==> config.mk <==
export PLATFORM = sky130hd
export DESIGN_NAME = mmio_arbiter
export DESIGN_NICKNAME = d
export VERILOG_FILES = /design/src/rtl/mmio_arbiter.sv
export SDC_FILE = /design/constraint.sdc
export NUM_CORES = 1
export LEC_CHECK = 0
export CAP_MARGIN = 20
export CORE_ASPECT_RATIO = 1.25
export CORE_UTILIZATION = 27
export DETAILED_ROUTE_END_ITERATION = 6
export PLACE_DENSITY = 0.56
export SLEW_MARGIN = 40
export SYNTH_ARGS = -nofsm -noshare
export SYNTH_HDL_FRONTEND = slang
export SYNTH_SLANG_ARGS = --single-unit
==> constraint.sdc <==
create_clock -name clk -period 2.5 [get_ports clk]
set_input_delay 0.25 -clock clk [delete_from_list [all_inputs] [get_ports clk]]
set_output_delay 0.25 -clock clk [all_outputs]
set_load 0.02 [all_outputs]
==> src/rtl/mmio_arbiter.sv <==
// Two-master round-robin arbiter for the shared MMIO port. Every access is a
// fixed IDLE -> ACCESS -> RESP sequence; illegal accesses never reach the device.
module mmio_arbiter #(
   parameter int                DATA_W    = 32,
   parameter logic [DATA_W-1:0] IDLE_ADDR = '0
) (
   input  logic              clk,
   input  logic              reset,
   input  logic              m0_req,
   input  logic              m0_we,
   input  logic [DATA_W-1:0] m0_addr,
   input  logic [DATA_W-1:0] m0_wdata,
   output logic              m0_gnt,
   output logic              m0_done,
   output logic [DATA_W-1:0] m0_rdata,
   output logic              m0_err,
   input  logic              m1_req,
   input  logic              m1_we,
   input  logic [DATA_W-1:0] m1_addr,
   input  logic [DATA_W-1:0] m1_wdata,
   output logic              m1_gnt,
   output logic              m1_done,
   output logic [DATA_W-1:0] m1_rdata,
   output logic              m1_err,
   output logic [DATA_W-1:0] Address,
   output logic [DATA_W-1:0] WriteData,
   input  logic [DATA_W-1:0] DataIo
);

   typedef enum logic [1:0] {S_IDLE, S_ACCESS, S_RESP} state_t;

   state_t r_state;
   logic   r_last1;
   logic   r_win;
   logic   r_we;
   logic   r_legal;

   logic              w_pick1;
   logic              w_we;
   logic [DATA_W-1:0] w_addr;
   logic [DATA_W-1:0] w_wdata;
   logic              w_legal;

   // Writes only to output registers, reads only from input registers.
   function automatic logic f_legal(input logic we, input logic [DATA_W-1:0] a);
      if (we)
         return (a == DATA_W'(32'hFFFF_FF0C)) || (a == DATA_W'(32'hFFFF_FF10)) ||
                (a == DATA_W'(32'hFFFF_FF14)) || (a == DATA_W'(32'hFFFF_FF18));
      else
         return (a == DATA_W'(32'hFFFF_FF00)) || (a == DATA_W'(32'hFFFF_FF04)) ||
                (a == DATA_W'(32'hFFFF_FF08));
   endfunction

   assign w_pick1 = m1_req && (!m0_req || !r_last1);
   assign w_we    = w_pick1 ? m1_we    : m0_we;
   assign w_addr  = w_pick1 ? m1_addr  : m0_addr;
   assign w_wdata = w_pick1 ? m1_wdata : m0_wdata;
   assign w_legal = f_legal(w_we, w_addr);

   always_ff @(posedge clk or negedge reset) begin
      if (!reset) begin
         r_state   <= S_IDLE;
         r_last1   <= 1'b1;
         r_win     <= 1'b0;
         r_we      <= 1'b0;
         r_legal   <= 1'b0;
         Address   <= IDLE_ADDR;
         WriteData <= '0;
         m0_gnt    <= 1'b0;
         m1_gnt    <= 1'b0;
         m0_done   <= 1'b0;
         m1_done   <= 1'b0;
         m0_err    <= 1'b0;
         m1_err    <= 1'b0;
         m0_rdata  <= '0;
         m1_rdata  <= '0;
      end else begin
         case (r_state)
            S_IDLE: begin
               if (m0_req || m1_req) begin
                  r_win   <= w_pick1;
                  r_last1 <= w_pick1;
                  r_we    <= w_we;
                  r_legal <= w_legal;
                  if (w_legal) begin
                     Address   <= w_addr;
                     WriteData <= w_we ? w_wdata : '0;
                     m0_gnt    <= !w_pick1;
                     m1_gnt    <= w_pick1;
                  end
                  r_state <= S_ACCESS;
               end
            end
            S_ACCESS: begin
               // Park immediately: the device commits on every edge Address matches.
               Address   <= IDLE_ADDR;
               WriteData <= '0;
               m0_gnt    <= 1'b0;
               m1_gnt    <= 1'b0;
               if (r_win) begin
                  m1_done <= 1'b1;
                  m1_err  <= !r_legal;
                  if (!r_legal)  m1_rdata <= '0;
                  else if (!r_we) m1_rdata <= DataIo;
               end else begin
                  m0_done <= 1'b1;
                  m0_err  <= !r_legal;
                  if (!r_legal)  m0_rdata <= '0;
                  else if (!r_we) m0_rdata <= DataIo;
               end
               r_state <= S_RESP;
            end
            S_RESP: begin
               m0_done <= 1'b0;
               m1_done <= 1'b0;
               m0_err  <= 1'b0;
               m1_err  <= 1'b0;
               r_state <= S_IDLE;
            end
            default: r_state <= S_IDLE;
         endcase
      end
   end

endmodule

==> impl_metrics.ini <==
[status]
status = completed

[global_route]
grt_usage = 0.168
grt_max_degree = 65
grt-ovfl-total = 0
grt_pass1_wl_um = 28800
antenna_found_initial = 0
grt_pass1_vias = 5262

[min_path]
hp-class = in -> async

[clock_tree]
clk_latency_ns = 0.41
clkSinkCount = 140
cts_max_level = 4
cts_max_path_buffers = 2
postCtsResizedCells = 0
cts_tree = built
cts.clk_slew.worst_paths_ns = 0.06
numCtsBuffers = 17
cts-root-buf = clkbuf_16

[timing]
max_freq_mhz = 470
rsz0062_at_grt = no
worst_pin_slew_ns = 0.580
fin_skew_ns = 0.00737
setup_slack_ns = 0.373
setup_tns_ns = 0
whs_ns = 0.385
drv_slew = 0
finalSetupViolCount = 0
finalHoldViolCount = 0
min_period_ns = 2.13
finalCritPeriodShare = 0.851
maxSlewHeadroom = 0.613

[die]
die_area_sq_um = 22100
start_util = 0.277
rows = 59
core_sq_um = 21000
ioPinCount = 300
die_x_um = 133
die_h_um = 166

[route]
first_pass_iters = 4
wl_um = 18000
ant_nets = 0
routed-via-count = 5126
vias_per_cell = 4.51
post_drt_wl_per_cell_um = 15.8
drt_iter0_markers = 262
drc = 0

[logic_synthesis]
syn-mean-instance-area_sq_um = 10.5
yosysSeqAreaShare = 0.604
synth_top_area_cell = dfrtp_1
synth_compound_area_frac = 0.163
netlist_instances = 550
synth_mux_area_frac = 0.0639
synth-warning-count = 0
synthAdderAreaFrac = 0
synth_edf_count = 0
yosysUniqueCellTypes = 39
async_flop_share = 1.00
ys_ff_latch = 140
synth_nets = 716
yosys.area_share.simple = 0.134
synth_top_cell_area_share = 0.600
synth_xor_area_frac = 0
ys.flop_type = dfrtp_1
synth_top_family_by_area = compound AO/OA/AOI/OAI gates
syn_area_sq_um = 5800
yosys-top-cells-area = dfrtp_1 60%, nand2_1 8.8%, mux2i_1 6.4%

[final_layout]
antenna_cells = 0
fin_cells = 1136
fin_nets = 1015
areaGrowthSynthToFinish_pct = 68.3
drive_gt1_frac = 0.0708

[setup_path]
endpoint_kind = flip-flop
crit_fanout = 51
cp_slowest_cell = or4bb_1
cpPeakStageDelay_ns = 0.48
crit_chain = clkdlybuf4s50_1 > or4bb_1 > nor4_1 > buf_4 > a22oi_1 > nor3_4 > buf_12 > o22ai_1
cp.required_ns = 2.79
worstPathArrival_ns = 2.41
cp-start-kind = input pin
crit_type = in -> reg

[place]
place_hpwl_um = 13000
place.gp.congestion = 0.735
place_ws_ns = -0.0442
dp_cells = 1103
io_buffer_count = 299

[power_and_ir_drop]
leakage_nw = 4.14
worst_ir_drop_vdd_mv = 0.489
power_mw = 6.54
p_per_area_nw_per_um2 = 670

[flow_run]
max_cap_violations = 0
## metrics by stage
step | util | area, sq um
floorplan | - | 5800
global placement | 0.437 | 9150
detailed placement | 0.437 | 9150
CTS | 0.466 | 9760
global route | 0.466 | 9760
finish | 0.466 | 9760
## worst paths after layout
path / from / endpoint / slack, ns / depth (start not counted)
setup / recovery: m0_addr[28] / WriteData[29]$_DFFE_PN0P_ / 0.37 / 8
hold / removal: reset / m0_rdata[21]$_DFFE_PN0P_ / 0.39 / 2
setup reg to reg: r_last1$_DFFE_PN1P_ / WriteData[29]$_DFFE_PN0P_ / 0.46 / 6
hold reg to reg: m0_rdata[29]$_DFFE_PN0P_ / m0_rdata[29]$_DFFE_PN0P_ / 0.48 / 2
max in group asynchronous: reset / Address[20]$_DFFE_PN0P_ / 1.41 / 3
min in group clk: DataIo[15] / m1_rdata[15]$_DFFE_PN0P_ / 0.42 / 3
## area by class of cell
class / count / area [sq um]
inverter: 4 / 15.0
clock inverter: 13 / 165
multi-input combinational: 366 / 2110
clock buffer: 19 / 433
timing repair buffer: 320 / 3190
tap: 274 / 343
sequential: 140 / 3500
fill: 2031 / 11200
## sequential cells by signal, summed over array words and instances, names as in the netlist
signal / count
r_last1: 1
m0_gnt: 1
WriteData: 32
m1_rdata: 32
m0_rdata: 32
r_legal: 1
m0_err: 1
r_win: 1
m1_done: 1
r_we: 1
Address: 32
m0_done: 1
m1_err: 1
r_state: 2
m1_gnt: 1
## placed cells by master, fill, tap and decap left out, types with 2 or more instances in the layout
master	netlist	final
clkdlybuf4s50_1	0	298
nor2_1	5	5
o21ai_0	69	69
clkbuf_16	0	17
nor2b_1	2	2
clkinvlp_4	0	4
bufinv_16	0	3
inv_1	3	3
nand4_1	7	7
buf_12	0	3
nand4bb_1	2	2
dfrtp_1	139	139
a211o_1	2	2
buf_4	4	17
clkinv_2	0	2
nand2_1	136	135
o21a_1	24	24
nor4_1	3	3
nor3b_1	5	5
clkbuf_1	30	2
inv_6	0	3
a211oi_1	5	5
o22ai_1	34	34
nand4b_1	3	3
a31oi_1	4	4
a22o_1	2	2
o211a_1	2	2
o31ai_1	2	2
a21oi_1	6	6
nand2b_2	0	2
nand3_1	4	4
mux2i_1	37	37
## layer usage
layer | wire length [um] | vias to the layer above | share of wire | track usage
li1 | - | 2527 | - | -
met1 | 7540 | 2348 | 0.42 | 0.206
met2 | 8270 | 232 | 0.46 | 0.269
met3 | 1920 | 19 | 0.11 | 0.0672
met4 | 221 | 0 | 0.012 | 0.0550
met5 | 0 | - | 0 | 0
## repair_timing
item	CTS	global route
setup buffers	0	0
hold endpoints to repair	56	0
hold buffers	1	0
## report_power, final
group | total (mW) | internal (mW) | switching, mW
combinational | 1.45 | 0.618 | 0.836
sequential | 2.51 | 2.39 | 0.122
clock | 2.58 | 1.58 | 1.00
## worst max-delay path: cells and delay by family
| kind | cells | cell delay [ns] |
|---|---|---|
| AND/OR/NAND/NOR | 3 | 0.99 |
| buffers and inverters | 3 | 0.90 |
| AO/OA/AOI/OAI | 2 | 0.23 |
## cells by family after synthesis
logic type,after synthesis
buffers and inverters,44
flip-flops,140
AND/OR/NAND/NOR,174
multiplexers,37
AO/OA/AOI/OAI,155
## synth_stat cells (4+ instances only)
| library cell | n |
|---|---|
| nand3_1 | 4 |
| nor3b_1 | 5 |
| buf_4 | 4 |
| o21a_1 | 24 |
| dfrtp_1 | 139 |
| mux2i_1 | 37 |
| nand2_1 | 136 |
| a31oi_1 | 4 |
| a211oi_1 | 5 |
| buf_2 | 4 |
| clkbuf_1 | 30 |
| o22ai_1 | 34 |
| nand4_1 | 7 |
| nor2_1 | 5 |
| o21ai_0 | 69 |
| a21oi_1 | 6 |
Note: power is estimated with default switching activity, not from simulation.
